### config.mk
export PLATFORM = sky130hd
export DESIGN_NAME = serial_deframer
export DESIGN_NICKNAME = d
export VERILOG_FILES = /design/src/rtl/serial_deframer_pkg.sv /design/src/rtl/serial_deframer_deser_shift.sv /design/src/rtl/serial_deframer.sv
export SDC_FILE = /design/constraint.sdc
export NUM_CORES = 1
export LEC_CHECK = 0
export ABC_AREA = 0
export CORE_MARGIN = 3
export CORE_UTILIZATION = 28
export CTS_CLUSTER_DIAMETER = 150
export CTS_CLUSTER_SIZE = 30
export DETAILED_ROUTE_END_ITERATION = 7
export GPL_TIMING_DRIVEN = 0
export SKIP_LAST_GASP = 1
export SLEW_MARGIN = 40
export SYNTH_ARGS = -nofsm -noshare
export SYNTH_HDL_FRONTEND = slang
export SYNTH_SLANG_ARGS = --single-unit
### constraint.sdc
create_clock -name clk -period 1.6 [get_ports clk]
set_clock_uncertainty 0.1 [all_clocks]
set_input_delay 0.32 -clock clk [delete_from_list [all_inputs] [get_ports clk]]
set_output_delay 0.32 -clock clk [all_outputs]
set_load 0.01 [all_outputs]
### src/rtl/serial_deframer_pkg.sv
// -----------------------------------------------------------------------------
// serial_deframer_pkg
// Shared types and default parameter values for the serial deframer.
//   state_t             : deframer FSM states (HUNT searches for sync,
//                         PAYLOAD assembles bytes)
//   DATA_W_DEFAULT      : payload byte width in bits
//   SYNC_WORD_DEFAULT   : frame sync pattern (nonzero)
//   FRAME_BYTES_DEFAULT : payload bytes per frame before re-hunting
// -----------------------------------------------------------------------------
package serial_deframer_pkg;

  typedef enum logic {
    HUNT    = 1'b0,
    PAYLOAD = 1'b1
  } state_t;

  localparam int         DATA_W_DEFAULT      = 8;
  localparam logic [7:0] SYNC_WORD_DEFAULT   = 8'hA5;
  localparam int         FRAME_BYTES_DEFAULT = 4;

endpackage

### src/rtl/serial_deframer_deser_shift.sv
// -----------------------------------------------------------------------------
// deser_shift
// Width-parameterised serial-in shift register, MSB first.
// Ports:
//   clk : clock, rising edge
//   clr : synchronous clear to zero (has priority over en)
//   en  : shift enable; q <= {q[W-2:0], din}
//   din : serial input bit
//   q   : register contents
// -----------------------------------------------------------------------------
module deser_shift
  import serial_deframer_pkg::*;
#(
  parameter int W = DATA_W_DEFAULT
) (
  input  logic         clk,
  input  logic         clr,
  input  logic         en,
  input  logic         din,
  output logic [W-1:0] q
);

  always_ff @(posedge clk) begin
    if (clr) begin
      q <= '0;
    end else if (en) begin
      q <= {q[W-2:0], din};
    end
  end

endmodule

### src/rtl/serial_deframer.sv
// -----------------------------------------------------------------------------
// serial_deframer
// Hunts a serial bit stream for SYNC_WORD, then assembles FRAME_BYTES payload
// bytes (MSB first) and hands them out through a one-deep valid/ready
// register. A byte completing while the register is still full is dropped and
// flags a sticky overflow. After the last byte of a frame the deframer goes
// back to hunting.
//
// Optional feature macro: SERIAL_DEFRAMER_PARITY_EN
//   When defined, every payload byte is followed by one even-parity bit, the
//   byte completes on that bit, and parity_err pulses for one cycle after a
//   byte whose 9 bits XOR to 1.
//
// Ports:
//   clk        : single clock, rising edge
//   reset      : synchronous active-high reset
//   d          : serial data bit, MSB first
//   d_valid    : d is sampled only when high
//   out_data   : assembled payload byte
//   out_valid  : out_data holds an unconsumed byte
//   out_ready  : consumer accepts out_data when out_valid && out_ready
//   locked     : high while in PAYLOAD
//   overflow   : sticky, a completed byte was dropped (cleared by reset only)
//   parity_err : one-cycle parity error pulse (parity build only)
// -----------------------------------------------------------------------------
module serial_deframer
  import serial_deframer_pkg::*;
#(
  parameter int                DATA_W      = DATA_W_DEFAULT,
  parameter logic [DATA_W-1:0] SYNC_WORD   = DATA_W'(SYNC_WORD_DEFAULT),
  parameter int                FRAME_BYTES = FRAME_BYTES_DEFAULT
) (
  input  logic              clk,
  input  logic              reset,
  input  logic              d,
  input  logic              d_valid,
  output logic [DATA_W-1:0] out_data,
  output logic              out_valid,
  input  logic              out_ready,
  output logic              locked,
  output logic              overflow
`ifdef SERIAL_DEFRAMER_PARITY_EN
  ,
  output logic              parity_err
`endif
);

`ifdef SERIAL_DEFRAMER_PARITY_EN
  localparam int PAR_BITS = 1;
`else
  localparam int PAR_BITS = 0;
`endif

  localparam int BITS_PER_BYTE = DATA_W + PAR_BITS;
  localparam int BIT_CW        = $clog2(BITS_PER_BYTE + 1);
  localparam int BYTE_CW       = $clog2(FRAME_BYTES + 1);

  state_t             state;
  state_t             state_next;
  logic [BIT_CW-1:0]  bit_cnt;
  logic [BYTE_CW-1:0] byte_cnt;
  logic [DATA_W-1:0]  win_q;
  logic [DATA_W-1:0]  sreg_q;
  logic [DATA_W-1:0]  byte_val;
  logic               in_payload;
  logic               sync_hit;
  logic               bit_last;
  logic               byte_done;
  logic               frame_done;
  logic               load;
  logic               drop;
  logic               win_en;
  logic               win_clr;
  logic               sreg_en;

  assign in_payload = (state == PAYLOAD);
  assign locked     = in_payload;

  // Sync compares against the window as it will look after this bit shifts in.
  assign sync_hit   = !in_payload && d_valid && ({win_q[DATA_W-2:0], d} == SYNC_WORD);
  assign bit_last   = (bit_cnt == BIT_CW'(BITS_PER_BYTE - 1));
  assign byte_done  = in_payload && d_valid && bit_last;
  assign frame_done = byte_done && (byte_cnt == BYTE_CW'(FRAME_BYTES - 1));
  assign load       = byte_done && (!out_valid || out_ready);
  assign drop       = byte_done && out_valid && !out_ready;

  assign win_en     = !in_payload && d_valid;
  assign win_clr    = reset || frame_done;

`ifdef SERIAL_DEFRAMER_PARITY_EN
  // The parity bit is not shifted in, so the register already holds the byte.
  assign sreg_en    = in_payload && d_valid && !bit_last;
  assign byte_val   = sreg_q;
`else
  // The completing bit is merged combinationally so the byte loads this cycle.
  assign sreg_en    = in_payload && d_valid;
  assign byte_val   = {sreg_q[DATA_W-2:0], d};
`endif

  // The window MSB only matters through the post-shift compare, and the data
  // MSB is shifted out in the default build.
  logic unused_msb;
  assign unused_msb = win_q[DATA_W-1] ^ sreg_q[DATA_W-1];

  deser_shift #(.W(DATA_W)) u_window (
    .clk (clk),
    .clr (win_clr),
    .en  (win_en),
    .din (d),
    .q   (win_q)
  );

  deser_shift #(.W(DATA_W)) u_data (
    .clk (clk),
    .clr (reset),
    .en  (sreg_en),
    .din (d),
    .q   (sreg_q)
  );

  always_comb begin
    state_next = state;
    case (state)
      HUNT:    if (sync_hit)   state_next = PAYLOAD;
      PAYLOAD: if (frame_done) state_next = HUNT;
    endcase
  end

  always_ff @(posedge clk) begin
    if (reset) begin
      state     <= HUNT;
      bit_cnt   <= '0;
      byte_cnt  <= '0;
      out_data  <= '0;
      out_valid <= 1'b0;
      overflow  <= 1'b0;
    end else begin
      state <= state_next;

      if (sync_hit) begin
        bit_cnt  <= '0;
        byte_cnt <= '0;
      end else if (in_payload && d_valid) begin
        bit_cnt <= bit_last ? '0 : bit_cnt + BIT_CW'(1);
        // Dropped bytes still count toward the frame length.
        if (bit_last) begin
          byte_cnt <= frame_done ? '0 : byte_cnt + BYTE_CW'(1);
        end
      end

      // A load wins over an accept in the same cycle: out_valid stays high.
      if (load) begin
        out_data  <= byte_val;
        out_valid <= 1'b1;
      end else if (out_valid && out_ready) begin
        out_valid <= 1'b0;
      end

      if (drop) begin
        overflow <= 1'b1;
      end
    end
  end

`ifdef SERIAL_DEFRAMER_PARITY_EN
  always_ff @(posedge clk) begin
    if (reset) begin
      parity_err <= 1'b0;
    end else begin
      parity_err <= byte_done && (^{sreg_q, d});
    end
  end
`endif

endmodule
==> impl_results.md <==
- Die H: 74.9 um
- Final min period: 1570 ps
- Power per cell area: 942 nW/um2
- Synth warn: 0
- I/O Pins: 16
- Final WL: approximately 2.7 mm
- CTS max path bufs: 2
- DRC viols: 0
- Initial antenna violation count: 0
- Syn nets: 157
- Die W: between 70 and 80 um
- P&R area growth vs syn: 29.9%
- Register area: around 640 um2
- Crit Path Category: reg2reg
- Number of global-route vias before repair: 951
- CTS clk-pin slew, worst paths: around 70 ps
- Clk sinks: 32
- Max-cap violations: 0
- Leak: between 0.7 and 0.8 nW
- Share of layout cells above drive strength 1: roughly an eighth
- Worst hold slack: roughly 310 ps
- Met3 usage in global routing: 3.60%
- Startpoint types: flop
- Setup crit end kind: flop
- Register bit count reported by yosys: 32
- Worst path required time: ~1700 ps
- Die Area: about 5600 um2
- RSZ-0062 raised after global routing: true
- Initial Utilization: between 20% and 30%
- Multi-input logic area: between 600 and 700 um2
- Gate Count Post-Synth: roughly 150
- Final nets: 179
- Seq/Total Area, Yosys: between 40% and 50%
- Worst VDD drop: 0.480 mV
- WP data arrival: ~1700 ps
- WL per Instance: between 10 and 15 um
- Final hold violation count: 0
- Total CTS buffers: 5
- Maximum clock frequency: ~0.64 GHz
- Max_slew headroom: 68.1%
- Post-Synthesis Cell Area: roughly 1300 um2
- GRT Overall Usage: a little over a tenth
- Largest net degree at the start of global routing: 12
- CP max FO: 3
- DR vias: around 1,000
- Worst-Margin Slew: 478 ps
- CTS tree: built
- Slew Limit Fails: 0
- Core Area: around 4500 um2
- Setup violators final: 0
- GRT busiest layer: met2
- Dpl hpwl: about 1.8 mm
- Fillers: between 400 and 500
- HP Class: in2reg
- Final Non-Filler Cells: 224
- Antenna-violating nets left: 0
- First-pass GRT wire length: 4.39 mm
- GRT Residual Overflow: 0
- Placed insts: roughly 220
- Status: completed
- Antenna diodes: 0
- # rows: 24
- Syn Area/Cell: around 9 um2
- CTS H-tree depth: 2
- DRT iter0 DRCs: between 50 and 60
- CTS root buf: clkbuf_8
- GR Util met2: about 16%
- Gpl congestion: between 0.7 and 0.8
- Period utilization: 98.0%
- Port-buffer cells: 14
- Global Route met1 Usage: a little over an eighth
- DR pass1 iterations: 4
- DR vias/cell: 4.57
- Worst skew pair latency: a little under 300 ps
- Synth cell types: 29
==> per-layer routing <==
layer	vias to the layer above	part of all wire, %
met1	453	49
met3	2	5.8
met4	0	0.44
met5	-	0
li1	551	-
met2	17	44
==> registers in the layout, indices dropped and copies added, names as in the netlist <==
signal,cells
bit_cnt,4
byte_cnt,3
locked,1
out_data,8
out_valid,1
overflow,1
u_data.q,7
u_window.q,7
==> cell usage after synthesis, drive strengths merged <==
library cell / n / area (um2)
nand2b: 17 / 106
nor2b: 2 / 12.5
inv: 2 / 7.51
nor3b: 1 / 7.51
and2: 1 / 6.26
o21ai: 4 / 20.0
ha: 3 / 37.5
buf: 4 / 18.8
or3: 1 / 6.26
nand3b: 1 / 20.0
nor2: 3 / 11.3
mux2i: 8 / 80.1
o22ai: 1 / 6.26
a41o: 1 / 10.0
clkbuf: 2 / 7.51
nand3: 3 / 15.0
a31o: 1 / 8.76
dfxtp: 32 / 641
xor2: 1 / 8.76
nor4bb: 1 / 10.0
or4: 3 / 22.5
nor3: 1 / 16.3
and3b: 1 / 8.76
nand4: 1 / 6.26
a21oi: 21 / 105
nand2: 32 / 123
a31oi: 1 / 6.26
==> worst paths after layout <==
check	start	endpoint	slack, ps	cells past startpoint
setup reg to reg	byte_cnt[0]	byte_cnt[0]	30	4
hold / removal	reset	out_data[6]	310	3
setup / recovery	byte_cnt[0]	byte_cnt[0]	30	4
hold reg to reg	u_data.q[6]	u_data.q[6]	350	2
==> area by class of cell <==
cell class                      count  area share (%)
Inverter                            2           0.435
Buffer                              6            1.59
Timing Repair Buffer               15            10.6
Clock inverter                      3            2.46
Clock buffer                        5            3.99
Multi-Input combinational cell    109            39.9
Tap cell                           52            3.77
Sequential cell                    32            37.2
==> what timing repair did <==
action | CTS | global route
hold buffers | 0 | 0
buffers inserted | 1 | 0
gates cloned | 0 | 0
pin swaps | 3 | 0
endpoints found under the setup margin | 15 | 24
hold endpoints to repair | 0 | 0
gates resized for setup | 5 | 16
==> report_power, final <==
part | switching (W) | leakage (nW) | internal (W)
logic | 0.0000284 | 0.462 | 0.0000219
clock network | 0.000314 | 0.0541 | 0.000461
registers | 0.00000247 | 0.259 | 0.000799
==> metrics by stage <==
step / setup WS [ps] / area, um2 / power [W] / utilization, % / TNS [ps]
2_1_floorplan: 82.2 / 1330 / 0.000848 / - / 0
3_3_place_gp: -334 / 1530 / 0.000868 / 34.3 / -6180
3_5_place_dp: -318 / 1530 / 0.000868 / 34.3 / -6240
4_1_cts: -54.3 / 1670 / 0.00165 / 37.2 / -54.3
5_1_grt: -31.2 / 1730 / 0.00168 / 38.6 / -35.6
6_report: 32.1 / 1730 / 0.00163 / 38.6 / 0
==> cells in the final DEF (no fill, tap or decap), types with 2 or more instances in the layout <==
cell             synthesis  layout
dlymetal6s2s_1           0      10
dfxtp_1                 32      30
inv_1                    2       2
nand3_1                  3       3
mux2i_1                  8       8
dfxtp_2                  0       2
nor2b_1                  2       2
nand2_1                 31      31
clkdlybuf4s50_1          0       2
dlygate4sd2_1            0       2
o21ai_0                  4       4
ha_1                     3       2
nand2b_1                17      17
buf_2                    3       3
a21oi_1                 21      21
clkbuf_8                 0       5
nor2_1                   3       3
or4_1                    3       3
clkbuf_1                 2       2
==> critical path, stage by stage, from the launching register on <==
cell and delay [ps]:
dfxtp_2 330, ha_1 200, ha_1 210, or4_1 500
a21oi_1 160
==> kinds of logic (layout without fill, tap and decap cells) <==
family	after synthesis	in the layout	synth area share [%]
adder cells (fa/ha/maj)	3	3	2.83
XOR/XNOR	1	1	0.659
buffers and inverters	8	31	2.54
AO/OA/AOI/OAI	29	29	11.8
AND/OR/NAND/NOR	68	68	28.0
flip-flops	32	32	48.2
multiplexers	8	8	6.03
No activity file was read; power rests on OpenSTA's default activity.
==> RTL change 1 (same settings) <==
The package constant `DATA_W_DEFAULT` goes from 8 to 16.
--- a/src/rtl/serial_deframer_pkg.sv
+++ b/src/rtl/serial_deframer_pkg.sv
@@ -14,7 +14,7 @@
     PAYLOAD = 1'b1
   } state_t;
 
-  localparam int         DATA_W_DEFAULT      = 8;
+  localparam int         DATA_W_DEFAULT      = 16;
   localparam logic [7:0] SYNC_WORD_DEFAULT   = 8'hA5;
   localparam int         FRAME_BYTES_DEFAULT = 4;
 
Ports: changed (resized out_data); port bits go from 16 to 24. The function was not compared with the original's and may differ.
==> RTL change 1 against the original RTL <==
Largest cell class is now registers. Synthesized area increased by 59%. Largest power group is now the clock network. Sequential cell count grew 25. Synthesized cell count grew 62%. Wire length rose by 62%. Clock power increased by 96%. Setup slack gained 0.025 ns. Total power increased by 85%. Design area rose by 62%.
==> RTL change 1: results <==
export IMPL_status="complete, no violations"
export IMPL_p_int_mw=2.39
export IMPL_reg2reg_from="bit_cnt[1]"
export IMPL_nets=286
export IMPL_cp_max_fo=10
export IMPL_met3_usage=0.0531
export IMPL_grt_pass1_vias=1662
export IMPL_ys_types=24
export IMPL_crit_family="flip-flops"
export IMPL_power_leakage_nw=1.02
export IMPL_antenna_found_initial=0
export IMPL_h_tree_depth=3
export IMPL_bufAreaShareNonClock=0.110
export IMPL_gp_congestion=0.814
export IMPL_nMultiInputCombCells=170
export IMPL_holdWs_ns=0.251
export IMPL_clkTransAtPathRegs_ns=0.06
export IMPL_setup_viol=0
export IMPL_syn_nets=249
export IMPL_dpl_hpwl_mm=2.92
export IMPL_max_vdd_ir_drop_v=0.000550
export IMPL_cp_arrival_ns=1.65
export IMPL_ys_seq_area_frac=0.539
export IMPL_holdPathEnd="out_valid"
export IMPL_r2r_slack_ns=0.06
export IMPL_cp_slowest_cell="dfxtp_2"
export IMPL_grt_util_all_layers=0.113
export IMPL_synthTopCellsByCount="nand2_1, dfxtp_1, a21oi_1, nor2_1, mux2i_1"
export IMPL_post_drt_wl_per_cell_um=11.5
export IMPL_grt_pass1_wl_mm=7.73
export IMPL_n_clock_buffer=11
export IMPL_cts_root_buf="clkbuf_8"
export IMPL_grtUsageMet2=0.172
export IMPL_ff_latch_area_mm2=0.00115
export IMPL_clkPwrFrac=0.505
export IMPL_switching_share=0.203
export IMPL_clockNetworkAreaShare=0.0820
export IMPL_hold_depth=4
export IMPL_netlist_top_cells_area="dfxtp_1, nand2_1, mux2i_1"
export IMPL_rr_worst_depth=7
export IMPL_hold_start="out_ready"
export IMPL_slew_headroom=0.677
export IMPL_grt_max_degree=11
export IMPL_nFillCells=766
export IMPL_biggestRegsByFlops="out_data x16, u_data.q x15, u_window.q x15"
export IMPL_vias_per_cell=4.46
export IMPL_port_buffer_count=22
export IMPL_drive_above_1_share=0.145
export IMPL_drtIter0Drc=76
export IMPL_multi_input_area_share=0.350
export IMPL_cts_sinks=57
export IMPL_reg2reg_to="out_data[4]"
export IMPL_buffers_excl_clock=38
export IMPL_numCtsBuffers=9
export IMPL_comb_power_mw=0.0624
export IMPL_use_met1=0.144
export IMPL_slowest_delay_ns=0.35
export IMPL_clk_latency_ns=0.34
export IMPL_pre_cts_ws_ns=-0.855
export IMPL_diodes=0
[RTL change 1: cell count changes in the layout (fill, tap and decap cells not counted), moves of 17 or more]
cell and delta:
dlygate4sd2_1 +18, nand2_1 +35, nand2b_1 -17, nor2_1 +24, dfxtp_1 +23
[RTL change 1: how the worst max path moves through the flow]
stage,slack [ns],to,cells past startpoint,startpoint
after floorplan,-0.14,out_data[11],6,bit_cnt[1]
after global placement,-0.84,u_window.q[8],6,d_valid
after detailed placement,-0.86,bit_cnt[3],6,d_valid
after CTS,-0.09,out_data[4],7,bit_cnt[1]
after global routing,-0.08,out_data[9],7,bit_cnt[1]
final,0.06,out_data[4],7,bit_cnt[1]
[RTL change 1: timing repair]
action | CTS | global route
pin swaps | 2 | 2
hold endpoints to repair | 0 | 0
endpoints found under the setup margin | 69 | 44
gates cloned | 0 | 0
buffers inserted | 6 | 0
gates resized for setup | 28 | 12
[RTL change 1: kinds of logic after synthesis]
kind of cell / Yosys count / share of synthesized area
compound gates: 38 / 0.0957
xor+xnor: 2 / 0.00827
fa+ha+maj: 3 / 0.0177
buf+inv: 14 / 0.0289
flops: 57 / 0.539
mux: 19 / 0.0898
simple gates: 108 / 0.221
[RTL change 1: per-layer routing]
| metal | share of wire | wire (µm) |
|---|---|---|
| met5 | 0 | 0 |
| met4 | 0.015 | 64 |
| met3 | 0.058 | 255 |
| met2 | 0.45 | 1950 |
| met1 | 0.48 | 2110 |
[RTL change 1: per-stage QoR]
| stage | cells | instance area (µm²) |
|---|---|---|
| final | 382 | 2790 |
| after global routing | 382 | 2790 |
| after CTS | 384 | 2770 |
| after detailed placement | 362 | 2490 |
| after global placement | 362 | 2490 |
| after floorplan | 241 | 2140 |
==> RTL change 2 (same flow settings) <==
Made on the original files. Register the output `overflow` once more, without a reset; this adds one clock of latency there. The other outputs are not delayed to match.
--- a/src/rtl/serial_deframer.sv
+++ b/src/rtl/serial_deframer.sv
@@ -54,6 +54,8 @@
   localparam int BITS_PER_BYTE = DATA_W + PAR_BITS;
   localparam int BIT_CW        = $clog2(BITS_PER_BYTE + 1);
   localparam int BYTE_CW       = $clog2(FRAME_BYTES + 1);
+
+  logic overflow_s0;
 
   state_t             state;
   state_t             state_next;
@@ -133,7 +135,7 @@
       byte_cnt  <= '0;
       out_data  <= '0;
       out_valid <= 1'b0;
-      overflow  <= 1'b0;
+      overflow_s0 <= 1'b0;
     end else begin
       state <= state_next;
 
@@ -157,7 +159,7 @@
       end
 
       if (drop) begin
-        overflow <= 1'b1;
+        overflow_s0 <= 1'b1;
       end
     end
   end
@@ -172,4 +174,8 @@
   end
 `endif
 
+  always_ff @(posedge clk) begin
+    overflow <= overflow_s0;
+  end
+
 endmodule
Behaviour: same outputs for any inputs over 10 cycles, from zero or initial values and one cycle with reset high; that may be too few to reach the edited logic, so the function may still have changed.
==> RTL change 2 against the original RTL <==
Critical path depth down 3. Setup slack better by 0.0043 ns. Combinational power is 1% higher. Register-to-register slack gained 0.02 ns. Sequential cell count is 1 higher. Synthesized area up 1.5%. Wire length down 5.9%. Design area is 2.2% higher. Highest routed layer unchanged. Total power increased by 3.1%.
==> RTL change 2: results <==
export IMPL_clockNetworkAreaShare=0.0660
export IMPL_synth_top_area_frac=0.490
export IMPL_hp_class="flop to flop"
export IMPL_cp_max_fo=2
export IMPL_grt_util_all_layers=0.103
export IMPL_n_clock_buffer=7
export IMPL_bufAreaShareNonClock=0.125
export IMPL_pre_cts_ws_ns=-0.309
export IMPL_dpl_hpwl_mm=1.71
export IMPL_syn_nets=158
export IMPL_netlist_top_cells_area="dfxtp_1, nand2_1, nand2b_1"
export IMPL_ys_seq_area_frac=0.490
export IMPL_nFillCells=470
export IMPL_placed_area_mm2=0.00155
export IMPL_drtIter0Drc=34
export IMPL_grt_max_degree=11
export IMPL_multiInputGateArea_um2=692
export IMPL_holdWs_ns=0.259
export IMPL_tightest_slew_ns=0.433
export IMPL_synth_seq_cells=33
export IMPL_syn_to_final_growth_pct=30.8
export IMPL_switching_power_mw=0.322
export IMPL_status="complete, no violations"
export IMPL_buffers_excl_clock=22
export IMPL_p_seq_mw=0.826
export IMPL_drive_above_1_share=0.132
[RTL change 2: cell families after synthesis]
group,after synthesis,share of synthesized area
AO/OA/AOI/OAI,29,0.116
buffers and inverters,8,0.0250
AND/OR/NAND/NOR,68,0.276
adder cells (fa/ha/maj),3,0.0278
flip-flops,33,0.490
multiplexers,8,0.0594
XOR/XNOR,1,0.00649
[RTL change 2: per-layer routing]
metal	up-vias	routed length, µm	track usage
li1	556	-	-
met2	20	1130	0.150
met5	-	0	0
met1	497	1250	0.132
met4	0	42	0.0408
met3	7	126	0.0475
[RTL change 2: final timing paths]
path                from     endpoint  cells past startpoint
max            out_valid    out_valid                      1
min          overflow_s0     overflow                      0
max reg2reg  byte_cnt[0]  byte_cnt[2]                      4
min reg2reg  overflow_s0     overflow                      0
[RTL change 2: repair_timing]
item                       in CTS  in global routing
setup endpoints to repair       9                 24
pin swaps                       1                  1
buffers inserted                1                  1
gates resized for setup         1                 19
